--- config.mk ---
export PLATFORM = sky130hd
export DESIGN_NAME = delayed_branch_resolver
export DESIGN_NICKNAME = d
export VERILOG_FILES = /design/src/rtl/delayed_branch_resolver.sv
export SDC_FILE = /design/constraint.sdc
export NUM_CORES = 1
export LEC_CHECK = 0
export CORE_ASPECT_RATIO = 1.5
export CORE_MARGIN = 3
export CORE_UTILIZATION = 50
export CTS_BUF_LIST = sky130_fd_sc_hd__clkbuf_8
export CTS_CLUSTER_SIZE = 10
export DETAILED_ROUTE_END_ITERATION = 8
export PLACE_DENSITY = 0.76
export SYNTH_ARGS = -nofsm -noshare
export SYNTH_HDL_FRONTEND = slang
export SYNTH_SLANG_ARGS = --single-unit
--- constraint.sdc ---
create_clock -name clk -period 2.2 [get_ports clk]
set_input_delay 0.44 -clock clk [delete_from_list [all_inputs] [get_ports clk]]
set_output_delay 0.44 -clock clk [all_outputs]
set_load 0.02 [all_outputs]
--- src/rtl/delayed_branch_resolver.sv ---
// Delayed-branch resolver: carries p0/p1 delayed branches to Stage3,
// evaluates them on N/V/Z and issues a redirect plus flush to fetch.
//
// Ports:
//   clk, rst (async, active-low)
//   advance_in                  pipeline advance from fetch
//   p0_valid_in/p0_dest_in/p0_cond_in  slot 0 delayed branch
//   p1_valid_in/p1_dest_in/p1_cond_in  slot 1 delayed branch
//   N, V, Z, flags_valid_in     Stage3 flags for the head entry
//   redirect_ready_in           fetch accepts redirect
//   redirect_valid_out          redirect pending
//   redirect_pc_out             even target pc {0,dest[W-1:1],0}
//   redirect_odd_out            target is odd half of pair
//   flush_out                   kill younger in-flight instructions
//   stall_out                   fetch must hold advance_in low
module delayed_branch_resolver #(
  parameter int PC_W         = 8,
  parameter int DEPTH        = 2,
  parameter int DRAIN_CYCLES = 2
) (
  input  logic            clk,
  input  logic            rst,
  input  logic            advance_in,
  input  logic            p0_valid_in,
  input  logic [PC_W-1:0] p0_dest_in,
  input  logic [2:0]      p0_cond_in,
  input  logic            p1_valid_in,
  input  logic [PC_W-1:0] p1_dest_in,
  input  logic [2:0]      p1_cond_in,
  input  logic            N,
  input  logic            V,
  input  logic            Z,
  input  logic            flags_valid_in,
  input  logic            redirect_ready_in,
  output logic            redirect_valid_out,
  output logic [PC_W:0]   redirect_pc_out,
  output logic            redirect_odd_out,
  output logic            flush_out,
  output logic            stall_out
);

  localparam int CNT_W =
    (DRAIN_CYCLES > 1) ? $clog2(DRAIN_CYCLES) : 1;

  typedef enum logic [1:0] {
    IDLE,
    REDIRECT,
    DRAIN
  } state_t;

  typedef struct packed {
    logic            v0;
    logic [PC_W-1:0] d0;
    logic [2:0]      c0;
    logic            v1;
    logic [PC_W-1:0] d1;
    logic [2:0]      c1;
  } slot_t;

  state_t          state_q, state_d;
  logic [CNT_W-1:0] cnt_q, cnt_d;
  slot_t           st_q [DEPTH];
  slot_t           head;
  logic [PC_W-1:0] dest_q;
  logic            head_any;
  logic            take0, take1;
  logic            shift, load;

  function automatic logic cond_met(
    input logic [2:0] c,
    input logic       n,
    input logic       v,
    input logic       z
  );
    logic lt;
    lt = n ^ v;
    unique case (c)
      3'd0: cond_met = 1'b0;
      3'd1: cond_met = 1'b1;
      3'd2: cond_met = z;
      3'd3: cond_met = !z;
      3'd4: cond_met = lt;
      3'd5: cond_met = lt | z;
      3'd6: cond_met = !(lt | z);
      default: cond_met = !lt;
    endcase
  endfunction

  assign head     = st_q[DEPTH-1];
  assign head_any = head.v0 | head.v1;
  // p0 is the older instruction, so it wins a double take
  assign take0 = head.v0 & cond_met(head.c0, N, V, Z);
  assign take1 = head.v1 & cond_met(head.c1, N, V, Z)
               & !take0;

  always_comb begin
    state_d            = state_q;
    cnt_d              = cnt_q;
    shift              = 1'b0;
    load               = 1'b0;
    redirect_valid_out = 1'b0;
    flush_out          = 1'b0;
    stall_out          = 1'b0;
    unique case (state_q)
      IDLE: begin
        stall_out = head_any & !flags_valid_in;
        if (flags_valid_in & (take0 | take1)) begin
          load    = 1'b1;
          state_d = REDIRECT;
        end else if (advance_in & !stall_out) begin
          shift = 1'b1;
        end
      end
      REDIRECT: begin
        redirect_valid_out = 1'b1;
        flush_out          = 1'b1;
        stall_out          = 1'b1;
        if (redirect_ready_in) begin
          if (DRAIN_CYCLES == 0) begin
            state_d = IDLE;
          end else begin
            state_d = DRAIN;
            cnt_d   = CNT_W'(DRAIN_CYCLES - 1);
          end
        end
      end
      DRAIN: begin
        flush_out = 1'b1;
        stall_out = 1'b1;
        if (cnt_q == '0) begin
          state_d = IDLE;
        end else begin
          cnt_d = cnt_q - 1'b1;
        end
      end
      default: state_d = IDLE;
    endcase
  end

  always_ff @(posedge clk or negedge rst) begin
    if (!rst) begin
      state_q <= IDLE;
      cnt_q   <= '0;
      dest_q  <= '0;
    end else begin
      state_q <= state_d;
      cnt_q   <= cnt_d;
      if (load) begin
        dest_q <= take0 ? head.d0 : head.d1;
      end
    end
  end

  // a taken branch squashes every younger entry and the losing p1
  always_ff @(posedge clk or negedge rst) begin
    if (!rst) begin
      for (int i = 0; i < DEPTH; i++) begin
        st_q[i] <= '0;
      end
    end else if (load) begin
      for (int i = 0; i < DEPTH; i++) begin
        st_q[i] <= '0;
      end
    end else if (shift) begin
      st_q[0] <= '{v0: p0_valid_in,
                   d0: p0_dest_in,
                   c0: p0_cond_in,
                   v1: p1_valid_in,
                   d1: p1_dest_in,
                   c1: p1_cond_in};
      for (int i = 1; i < DEPTH; i++) begin
        st_q[i] <= st_q[i-1];
      end
    end
  end

  assign redirect_pc_out  = {1'b0, dest_q[PC_W-1:1], 1'b0};
  assign redirect_odd_out = dest_q[0];

endmodule

==> results of run 1 <==
-- path summary, 6_finish.rpt --
path	depth (start not counted)	to	slack (ns)
hold reg to reg	1	head[7]$_DFFE_PN0P_	0.50
min in group clk	1	head[7]$_DFFE_PN0P_	0.50
max in group asynchronous	2	head[5]$_DFFE_PN0P_	1.43
hold / removal	1	head[11]$_DFFE_PN0P_	0.10
setup / recovery	3	redirect_valid_out	0.09
setup reg to reg	8	st_q[37]$_DFFE_PN0P_	0.27
-- layout make-up --
| cell class | count | area (sq um) | area share [%] |
|---|---|---|---|
| clock buffer | 9 | 123.9 | 3.661 |
| clock inverter | 7 | 61.31 | 1.812 |
| inverter | 3 | 11.26 | 0.3328 |
| multi-input combinational | 120 | 1002 | 29.62 |
| sequential | 59 | 1476 | 43.64 |
| tap | 66 | 82.58 | 2.441 |
| timing repair buffer | 63 | 625.6 | 18.49 |
-- cells in the mapped netlist (all sizes together), types with 2 or more instances --
master / instances
a21o: 3
inv: 3
nand2: 4
a211o: 2
a21oi: 8
ha: 4
a22o: 48
and2: 2
nor2: 2
o22a: 9
o21ai: 3
a211oi: 8
a2bb2oi: 8
nand3: 2
mux2i: 3
buf: 14
a31o: 2
dfrtp: 59
-- logic make-up after synthesis --
| kind of cell | after synthesis | share of synthesized area (%) |
|---|---|---|
| xor gates and xnor gates | 1 | 0.6294 |
| and+or+nand+nor | 15 | 3.243 |
| muxes | 4 | 2.226 |
| buffers and inverters | 18 | 4.501 |
| DFF | 59 | 57.12 |
| AOI/OAI and AO/OA | 94 | 30.20 |
| other | 1 | 0.1451 |
| adders and majority gates | 4 | 1.936 |
-- layer usage --
layer  GRT usage [%]  up-vias  share of wire, %
li1                -      881                 -
met1           23.88      943                42
met2           33.30       38                52
met3           5.269       13               3.8
met4           11.46        0               2.6
met5               0        -                 0
-- critical path, stage by stage (launching register included) --
cell             delay (ns)
dfrtp_1                0.41
inv_1                  0.09
ha_1                   0.21
clkdlybuf4s50_1        0.62
-- registers in the layout, summed over array words and instances, names as in the netlist --
name	flops
state_q	2
head	24
cnt_q	1
st_q	24
dest_q	8
-- report_power, final --
group | total, mW | switching [mW] | leakage [nW] | internal (mW)
combinational | 2.24 | 1.01 | 0.704 | 1.23
sequential | 1.95 | 0.354 | 0.734 | 1.59
clock | 0.910 | 0.401 | 0.105 | 0.509
total | 5.10 | 1.76 | 1.54 | 3.34
-- per-stage QoR --
| stage | setup TNS (ns) | hold WS, ns | area [sq um] | power [mW] |
|---|---|---|---|---|
| after floorplan | 0 | 0.1444 | 2589 | 3.406 |
| after global placement | -14.37 | 0.4632 | 3188 | 4.144 |
| after detailed placement | -15.74 | 0.4691 | 3188 | 4.228 |
| after CTS | 0 | 0.1019 | 3372 | 5.146 |
| after global routing | 0 | 0.1258 | 3383 | 5.433 |
| final | 0 | 0.1010 | 3383 | 5.103 |
-- repair_timing --
action / CTS / global route
hold buffers: 0 / 0
endpoints found under the setup margin: 1 / 4
setup buffers: 0 / 1
pin swaps: 0 / 1
hold endpoints to repair: 0 / 0
gates resized for setup: 1 / 2
==> qor.yml, run 1 <==
finish:
  final_cell_mix: "dfrtp_1, a22o_1, clkdlybuf4s50_1"
  utilization_pct: 68.68
  antenna_cells: 0
  layout_commonest_cell: "dfrtp_1"
  fillers: 385
  area_delta_synth_final_pct: 30.88
  fin_nets: 292
  drive_gt1_share_pct: 18.01
  stdcell_count: 327
timing:
  skew_ns: 0.003921
  maxSlewHeadroom_pct: 61.00
  finalSetupViolations: 0
  setup_ws_ns: 0.09200
  max_freq_mhz: 474.4
  period_share_pct: 95.82
  finalMaxSlewViolations: 0
  rsz0062_at_grt: "no"
  hold_viol_final: 0
  fin_crit_ns: 2.108
  worst_slew_pin_slew_ns: 0.5851
floorplanning:
  chipHeight_um: 94.06
  rows: 31
  dieArea_sq_mm: 0.006087
  die_width_um: 64.71
  ios: 45
  initial_core_util_pct: 52.48
  core_area_sq_mm: 0.004926
worst_setup_path:
  r2r_start: "state_q[0]$_DFFE_PN0P_"
  cp-startpoint: "state_q[1]$_DFFE_PN0P_"
  critPathArrivalTime_ns: 1.67
  endpoint_kind: "output port"
  cp-start-kind: "flop"
  crit_required_ns: 1.76
  crit_type: "reg2out"
  crit_fanout: 4
power_and_ir_drop:
  peakVddDrop_v: 0.0007615
  pwr_density_cell_mw_per_mm2: 1508
  p_leak_nw: 1.543
placed_design:
  io_buffer_count: 42
  dp_hpwl_um: 3960
  dpl.cell_count: 310
  preCtsSetupSlack_ns: -0.2992
  routabilityCongestion: 0.7869
synth:
  ys_ff_latch: 59
  synthFlopType: "dfrtp_1"
  async_flop_share_pct: 100.0
  synth_edf_count: 0
  synth_top_area_cell: "dfrtp_1"
  synth_cell_types: 34
  yosys-top-cells-area: "dfrtp_1, a22o_1, o22a_1"
  synth_area_sq_mm: 0.002585
  synth_seq_area_share_pct: 57.12
  syn_avg_cell_area_sq_um: 13.19
  synthCells: 196
  yosysTopAreaCellShare_pct: 57.12
  ys_warn_count: 0
clock_tree:
  ctsLongestPathBuffers: 2
  cts_tree: "built"
  h-tree-depth: 3
  root_buffer: "clkbuf_8"
  cts_buffers: 9
  cts.sinks: 59
  clk_latency_ns: 0.34
  path_clk_slew_ns: 0.06
routing:
  wl_um: 5530
  drc: 0
  viasPerCell: 5.734
  drt-initial-drc-count: 82
  firstDrtPassIters: 4
  vias: 1875
  drt-wirelength-per-cell_um: 16.91
  detail-route-antenna-nets: 0
outcome:
  status: "completed"
grt:
  grt_pass1_vias: 1914
  grt_antenna_before_repair: 0
  grt_overflow_total: 0
  grt_pass1_wl_um: 9032
  grt_start_max_net_pins: 33
  grtUsageTotal_pct: 20.31
flow_run:
  maxCapViolCount: 0
min_path:
  hp-class: "in2async"
Note: power is estimated with default switching activity, not from simulation.
==> inputs of run 2 (changes only) <==
==> constraint.sdc (replaced) <==
create_clock -name clk -period 2.2 [get_ports clk]
set_input_delay 0.33 -clock clk [delete_from_list [all_inputs] [get_ports clk]]
set_output_delay 0.33 -clock clk [all_outputs]
set_load 0.02 [all_outputs]
==> run 2 against run 1 <==
  * Sequential share of layout area grew 0.23 points
  * Critical endpoint is now flush_out
  * Design area shrank 0.52%
  * Clock power grew 4.4%
  * Largest cell class unchanged
==> qor.yml, run 2 (synthesized netlist as in run 1, its figures left out) <==
routing:
  viasPerCell: 5.813  # +1.4%
  firstDrtPassIters: 4  # unchanged
  detail-route-antenna-nets: 0  # unchanged
  wl_um: 5261  # -4.9%
  met3_length_um: 203  # -4.2%
  met1Wirelength_um: 2091  # -9.7%
  drt-wirelength-per-cell_um: 16.39  # -3.1%
  drc: 0  # unchanged
  vias: 1866  # -0.48%
  wl_met2_um: 2835  # -0.84%
  highest_layer: "met4"
  drt-initial-drc-count: 101  # +23%
clock_tree:
  clk_latency_ns: 0.33  # about the same
  cts_setup_buffers: 0  # unchanged
  ctsLongestPathBuffers: 2  # unchanged
  cts_buffers: 9  # unchanged
  path_clk_slew_ns: 0.06  # about the same
  root_buffer: "clkbuf_8"
  h-tree-depth: 3  # unchanged
  cts.sinks: 59  # unchanged
  cts_resized: 2  # +1
  hold_buffers: 0  # unchanged
  cts_tree: "built"
floorplanning:
  rows: 31  # unchanged
  die_width_um: 64.71  # unchanged
  initial_core_util_pct: 52.48  # unchanged
  chipHeight_um: 94.06  # unchanged
  dieArea_sq_mm: 0.006087  # unchanged
  core_area_sq_mm: 0.004926  # unchanged
  ios: 45  # unchanged
finish:
  fin_nets: 287  # -1.7%
  fillers: 378  # -1.8%
  antenna_cells: 0  # unchanged
  final_area_sq_mm: 0.003366  # -0.52%
  utilization_pct: 68.33  # -0.36 points
  layout_commonest_cell: "dfrtp_1"
  drive_gt1_share_pct: 16.47  # -1.5 points
  area_delta_synth_final_pct: 30.20
  final_cell_mix: "dfrtp_1, a22o_1, clkdlybuf4s50_1"
grt:
  grt_pass1_wl_um: 8783  # -2.8%
  grt_pass1_vias: 1868  # -2.4%
  grt_antenna_before_repair: 0  # unchanged
  grtUsageTotal_pct: 19.48  # -0.83 points
  grt_overflow_total: 0  # unchanged
  grt_start_max_net_pins: 33  # unchanged
placed_design:
  io_buffer_count: 42  # unchanged
  routabilityCongestion: 0.7886  # +0.22%
  dp_hpwl_um: 3841  # -3.0%
  place_area_sq_mm: 0.003171  # -0.55%
  preCtsSetupSlack_ns: -0.1874  # +0.1118 ns
worst_setup_path:
  cp-startpoint: "state_q[0]$_DFFE_PN0P_"
  critPathArrivalTime_ns: 1.73  # +0.06 ns
  r2r_cells: 7  # -1
  r2r-end: "st_q[37]$_DFFE_PN0P_"
  endpoint: "flush_out"
  rrSetupSlack_ns: 0.24  # -0.03 ns
  crit_required_ns: 1.87  # +0.11 ns
  crit_type: "reg2out"
  r2r_start: "state_q[0]$_DFFE_PN0P_"
  endpoint_kind: "output port"
  crit_fanout: 4  # unchanged
  cp-start-kind: "flop"
flow_run:
  maxCapViolCount: 0  # unchanged
timing:
  finalMaxSlewViolations: 0  # unchanged
  setup_ws_ns: 0.1381  # +0.04613 ns
  max_freq_mhz: 485.0  # +2.2%
  fin_crit_ns: 2.062  # -0.04613 ns
  finalSetupViolations: 0  # unchanged
  rsz0062_at_grt: "no"
  hold_viol_final: 0  # unchanged
  skew_ns: 0.005028  # +0.001107 ns
  maxSlewHeadroom_pct: 56.88  # -4.1 points
  period_share_pct: 93.72  # -2.1 points
  whs_ns: 0.02490  # -0.07614 ns
  worst_slew_pin_slew_ns: 0.6468  # +0.06174 ns
power_and_ir_drop:
  peakVddDrop_v: 0.0006816  # -10%
  finalPower_mw: 5.093  # -0.19%
  sequentialPowerShare_pct: 38.2  # about the same
  power.switching_mw: 1.714  # -2.8%
  p_comb_share_pct: 43.1  # -0.9 points
  p_leak_nw: 1.514  # -1.9%
  clkPwrFrac_pct: 18.7  # +0.9 points
  netSwitchingFraction_pct: 33.65  # -0.91 points
  internal_power_mw: 3.379  # +1.2%
  pwr_density_cell_mw_per_mm2: 1513  # +0.33%
min_path:
  hp-class: "in2async"
outcome:
  status: "completed"
==> run 2: changes by cell type in the layout (fill, tap and decap cells not counted) <==
cell             change
buf_12               +1
buf_4                -6
clkbuf_8             +2
clkdlybuf4s15_1      -1
clkdlybuf4s50_1      +1
clkinv_2             -2
clkinv_4             -1
dlygate4sd2_1        +1
dlymetal6s2s_1       -1
ha_1                 -1
ha_2                 +1
==> run 2: final cells by class <==
cell class,count,area [sq um],share of cell area [%]
well taps,66,82.58,2.454
flip-flops and latches,59,1476,43.87
clock inverters,4,42.54,1.264
repair buffers,58,596.8,17.73
multi-input cells,120,1005,29.85
clock buffers,11,151.4,4.498
inverters,3,11.26,0.3346
==> run 2: layer usage <==
metal / vias to the layer above / global-route usage, %
li1: 870 / -
met1: 939 / 22.71
met2: 47 / 32.19
met3: 10 / 5.150
met4: 0 / 10.76
met5: - / 0
==> run 2: through the flow <==
stage | std cells | setup TNS, ns
6_report | 321 | 0
2_1_floorplan | 197 | 0
4_1_cts | 321 | 0
5_1_grt | 321 | 0
3_5_place_dp | 306 | -8.745
3_3_place_gp | 306 | -8.475
==> run 2: how the worst min path moves through the flow <==
stage / slack (ns) / endpoint / cells after the start
floorplan: 0.03 / cnt_q$_DFFE_PN0P_ / 0
global placement: 0.38 / st_q[35]$_DFFE_PN0P_ / 1
detailed placement: 0.39 / st_q[35]$_DFFE_PN0P_ / 1
CTS: 0.03 / st_q[35]$_DFFE_PN0P_ / 1
global route: 0.07 / st_q[35]$_DFFE_PN0P_ / 1
finish: 0.02 / st_q[35]$_DFFE_PN0P_ / 1
==> run 2: worst max-delay path: stages, from the launching register on <==
cell,delay (ns)
dfrtp_1,0.40
inv_1,0.08
ha_2,0.33
clkdlybuf4s50_1,0.60
==> run 2: power by group through the flow <==
stage | Sequential (mW) | Clock (mW) | Combinational (mW)
after floorplan | 1.94 | 0 | 1.47
after global placement | 1.95 | 0 | 2.18
after detailed placement | 1.96 | 0 | 2.22
after CTS | 1.95 | 0.972 | 2.23
after global routing | 2.01 | 1.02 | 2.40
final | 1.95 | 0.950 | 2.20
==> inputs of run 3 (changes only) <==
- CAP_MARGIN: default -> 20
- CELL_PAD_IN_SITES_DETAIL_PLACEMENT: default -> 1
- CELL_PAD_IN_SITES_GLOBAL_PLACEMENT: default -> 2
- CORE_UTILIZATION: 50 -> 37
- PLACE_DENSITY: 0.76 -> default
- PLACE_DENSITY_LB_ADDON: default -> 0.1
==> run 3 against run 2 <==
  * Clock-buffer cell count unchanged
  * Worst hold slack better by 0.46 ns
  * Fmax down 0.32%
  * Design area up 1.1%
  * Sequential share of layout area down 0.47 points
  * Clock skew up 0.0031 ns
  * Combinational power about the same
  * Non-clock buffer count up 2
  * Total power up 3.3%
  * Critical path depth unchanged
  * Via count up 0.48%
  * Register-to-register slack about the same
  * Largest power group unchanged
==> qor.yml, run 3 (synthesized netlist as in run 1, its figures left out) <==
floorplanning:
  chipHeight_um: 108.4  # +15%
  rows: 36  # +16%
  die_width_um: 74.25  # +15%
  dieArea_sq_mm: 0.008046  # +32%
  ios: 45  # unchanged
  initial_core_util_pct: 39.04  # -13 points
  core_area_sq_mm: 0.006621  # +34%
timing:
  rsz0062_at_grt: "no"
  fin_crit_ns: 2.068  # +0.006539 ns
  hold_viol_final: 0  # unchanged
  finalMaxSlewViolations: 0  # unchanged
  finalSetupViolations: 0  # unchanged
  whs_ns: 0.4879  # +0.4630 ns
  setup_ws_ns: 0.1316  # -0.006539 ns
  skew_ns: 0.008147  # +0.003119 ns
  max_freq_mhz: 483.5  # -0.32%
  setup_tns_ns: 0  # unchanged
  period_share_pct: 94.02  # +0.30 points
worst_setup_path:
  endpoint_kind: "output port"
  rrSetupSlack_ns: 0.25  # about the same
  critPathArrivalTime_ns: 1.74  # about the same
  crit_required_ns: 1.87  # about the same
  r2r_cells: 7  # unchanged
  r2r-end: "st_q[43]$_DFFE_PN0P_"
  cpPeakStageDelay_ns: 0.59  # about the same
  critical_path.cell_chain: "inv_1 -> ha_2 -> clkdlybuf4s50_1"
  crit_type: "reg2out"
  slowest_stage: "clkdlybuf4s50_1"
  cp-start-kind: "flop"
  crit_fanout: 4  # unchanged
  r2r_start: "state_q[0]$_DFFE_PN0P_"
grt:
  grt_pass1_wl_um: 9908  # +13%
  grt_antenna_before_repair: 0  # unchanged
  grt_overflow_total: 0  # unchanged
  grt_start_max_net_pins: 49  # +48%
  grtUsageTotal_pct: 16.23  # -3.2 points
  grt_pass1_vias: 1969  # +5.4%
outcome:
  status: "completed"
routing:
  vias: 1875  # +0.48%
  firstDrtPassIters: 4  # unchanged
  viasPerCell: 5.631  # -3.1%
  drt-initial-drc-count: 42  # -58%
  detail-route-antenna-nets: 0  # unchanged
  drc: 0  # unchanged
  wl_um: 5891  # +12%
  drt-wirelength-per-cell_um: 17.69  # +7.9%
power_and_ir_drop:
  peakVddDrop_v: 0.0005147  # -24%
  clkPwrFrac_pct: 21.1  # +2.4 points
  sequentialPowerShare_pct: 36.9  # -1.3 points
  pwr_density_cell_mw_per_mm2: 1547  # +2.2%
  power.switching_mw: 1.771  # +3.3%
  internal_power_mw: 3.491  # +3.3%
  p_comb_share_pct: 42.0  # -1.1 points
  p_leak_nw: 1.522  # +0.51%
  netSwitchingFraction_pct: 33.66  # about the same
  finalPower_mw: 5.262  # +3.3%
placed_design:
  routabilityCongestion: 0.8380  # +6.3%
  io_buffer_count: 42  # unchanged
  preCtsSetupSlack_ns: -0.2004  # -0.01293 ns
  place_area_sq_mm: 0.003166  # -0.16%
  dpl.cell_count: 317  # +3.6%
  dp_hpwl_um: 4472  # +16%
flow_run:
  maxCapViolCount: 0  # unchanged
clock_tree:
  ctsLongestPathBuffers: 2  # unchanged
  path_clk_slew_ns: 0.06  # about the same
  h-tree-depth: 3  # unchanged
  cts_setup_buffers: 0  # unchanged
  cts.sinks: 59  # unchanged
  clk_latency_ns: 0.33  # about the same
  cts_buffers: 9  # unchanged
  cts_tree: "built"
  root_buffer: "clkbuf_8"
min_path:
  min_delay_path_depth: 1
  hp-start: "dest_q[7]$_DFFE_PN0P_"
  hp-class: "reg2reg"
  whs_endpoint: "dest_q[7]$_DFFE_PN0P_"
finish:
  stdcell_count: 333  # +3.7%
  final_area_sq_mm: 0.003402  # +1.1%
  antenna_cells: 0  # unchanged
  layout_commonest_cell: "dfrtp_1"
  final_cell_mix: "dfrtp_1, a22o_1, clkdlybuf4s50_1"
  area_delta_synth_final_pct: 31.61
  fin_nets: 289  # +0.70%
  drive_gt1_share_pct: 17.51  # +1.0 points
  utilization_pct: 51.38  # -17 points
-- run 3: cell count changes in the layout (fill, tap and decap cells not counted), sizes merged --
cell,delta
inv,-2
clkinv,+1
buf,+1
dlygate4sd3,+1
bufinv,+1
-- run 3: timing repair --
action	CTS	global route
pin swaps	0	0
hold endpoints to repair	20	0
endpoints found under the setup margin	1	1
resized for setup	1	1
hold buffers	1	0
-- run 3: metal layers --
layer | up-vias | global-route usage (%) | routed length (um)
met5 | - | 0 | 0
met4 | 0 | 6.107 | 90
met3 | 9 | 4.558 | 226
met2 | 43 | 26.33 | 2967
met1 | 946 | 20.38 | 2606
li1 | 877 | - | -
-- run 3: area by class of cell --
cell class              count  area (sq um)
fillers                   679          3219
flip-flops and latches     59          1476
multi-input cells         120          1005
repair buffers             60         589.3
clock buffers              11         151.4
well taps                  76         95.09
clock inverters             4         73.82
inverters                   3         11.26
-- run 3: worst max path at each step --
stage | depth (start not counted) | endpoint | startpoint | slack, ns
floorplan | 7 | head[10]$_DFFE_PN0P_ | V | 0.27
global placement | 7 | st_q[39]$_DFFE_PN0P_ | V | -0.16
detailed placement | 7 | st_q[43]$_DFFE_PN0P_ | V | -0.20
CTS | 6 | stall_out | state_q[0]$_DFFE_PN0P_ | 0.05
global route | 6 | stall_out | state_q[1]$_DFFE_PN0P_ | 0.03
finish | 3 | flush_out | state_q[1]$_DFFE_PN0P_ | 0.13
-- run 3: power by group through the flow --
stage | Sequential [mW] | Clock (mW) | Combinational, mW
floorplan | 1.94 | 0 | 1.47
global placement | 1.94 | 0 | 2.13
detailed placement | 1.97 | 0 | 2.25
CTS | 1.95 | 1.14 | 2.25
global route | 2.01 | 1.20 | 2.43
finish | 1.94 | 1.11 | 2.21
-- run 3: critical path, delay by kind of cell, from the launching register on --
kind	cells	cell delay, ns
flip-flops	1	0.40
adder cells (fa/ha/maj)	1	0.33
buffers and inverters	2	0.67
==> patch (flow settings as in run 3) <==
Re-encode `state_t` (3 states) as one-hot, 3 bits wide.
--- a/src/rtl/delayed_branch_resolver.sv
+++ b/src/rtl/delayed_branch_resolver.sv
@@ -44,6 +44,6 @@
 
-  typedef enum logic [1:0] {
-    IDLE,
-    REDIRECT,
-    DRAIN
+  typedef enum logic [2:0] {
+    IDLE     = 3'b001,
+    REDIRECT = 3'b010,
+    DRAIN    = 3'b100
   } state_t;
Check against the original RTL: same outputs for any inputs over 10 cycles, from zero or initial values and one cycle with rst low; not proved beyond that.
==> patch against run 3 <==
- setup slack gained 3.1 ps
- design area shrank 3.2%
- synthesized area shrank 3.2%
- wire length grew 4.7%
- total power shrank 12%
- first-iteration DRC count grew 50%
- sequential cell count grew 1
- hold slack lost 440 ps
- count of clock-buffer cells in the layout shrank 1
- critical endpoint is now head[22]
==> patch: results (changes against run 3) <==
status -> complete, no violations
GPL Wtd Cong -> 0.847 (+1.0%)
initial DRC count -> 63 (+50%)
sequential cell area fraction in the yosys report -> 60.0% (+2.9 points)
global-route wire length before repair -> 10.3 mm (+4.2%)
DP HPWL -> 4.30 mm (-3.9%)
worst reg2reg path depth -> 6 (-1)
Post-Synth Adder-Cell Area -> 0% (-1.9 points)
largest net degree at the start of global routing -> 37 (-24%)
Filler cells -> 664 (-2.2%)
vias in the first global route -> 1997 (+1.4%)
share of layout cells above drive strength 1 -> 22.6% (+5.1 points)
WL final -> 6.17 mm (+4.7%)
crit path max fanout -> 36 (+32)
dpl cell area -> 0.00309 mm² (-2.3%)
peak supply drop -> 0.701 mV (+36%)
Synth cell types -> 37 (+8.8%)
critical path type -> input pin to flip-flop
DP Cell Count -> 303 (-4.4%)
Synth Instances -> 184 (-6.1%)
CP endpoint -> head[22]
top post-synthesis cells by area -> dfrtp_1 (59%), a22o_1 (17%), mux2_2 (7.6%), buf_6 (1.8%), buf_4 (1.2%)
Leakage Power -> 1.53 nW (+0.65%)
clock share of power -> 21.7% (+0.6 points)
commonest cells in the netlist -> dfrtp_1 (59), a22o_1 (48), mux2_2 (17)
post-synthesis mux area share -> 8.05% (+5.8 points)
Design Power -> 4.64 mW (-12%)
post-synthesis xor/xnor area fraction -> 0.700% (+0.071 points)
## patch: changes by cell type in the layout (fill, tap and decap cells not counted), moves of 3 or more
cell	change
a211oi_1	-8
a21o_1	-3
a21oi_2	-3
a2bb2oi_1	-8
ha_1	-3
mux2_2	+17
o22a_1	-9
## patch: worst max-delay path, cell delays in order
cell	delay [ps]
clkdlybuf4s50_1	480
xnor2_1	120
buf_4	150
mux2_2	340
o21ai_1	220
buf_4	160
nor4_4	50
buf_12	170
a22o_1	250
## patch: layer usage
metal  global-route usage [%]  share of wire (%)  wire length, µm
met5                        0                  0                0
met2                     30.2                 54             3330
met1                     20.6                 40             2480
met3                     4.60                4.1              253
met4                     6.33                1.7              103
## patch: final cells by class
class	instances	area [µm²]	area share, %
Clock buffer	10	138	4.18
Tap cell	76	95.1	2.89
Clock inverter	6	62.6	1.90
Multi-Input combinational cell	107	913	27.7
Inverter	2	7.51	0.228
Timing Repair Buffer	58	573	17.4
Sequential cell	60	1500	45.6
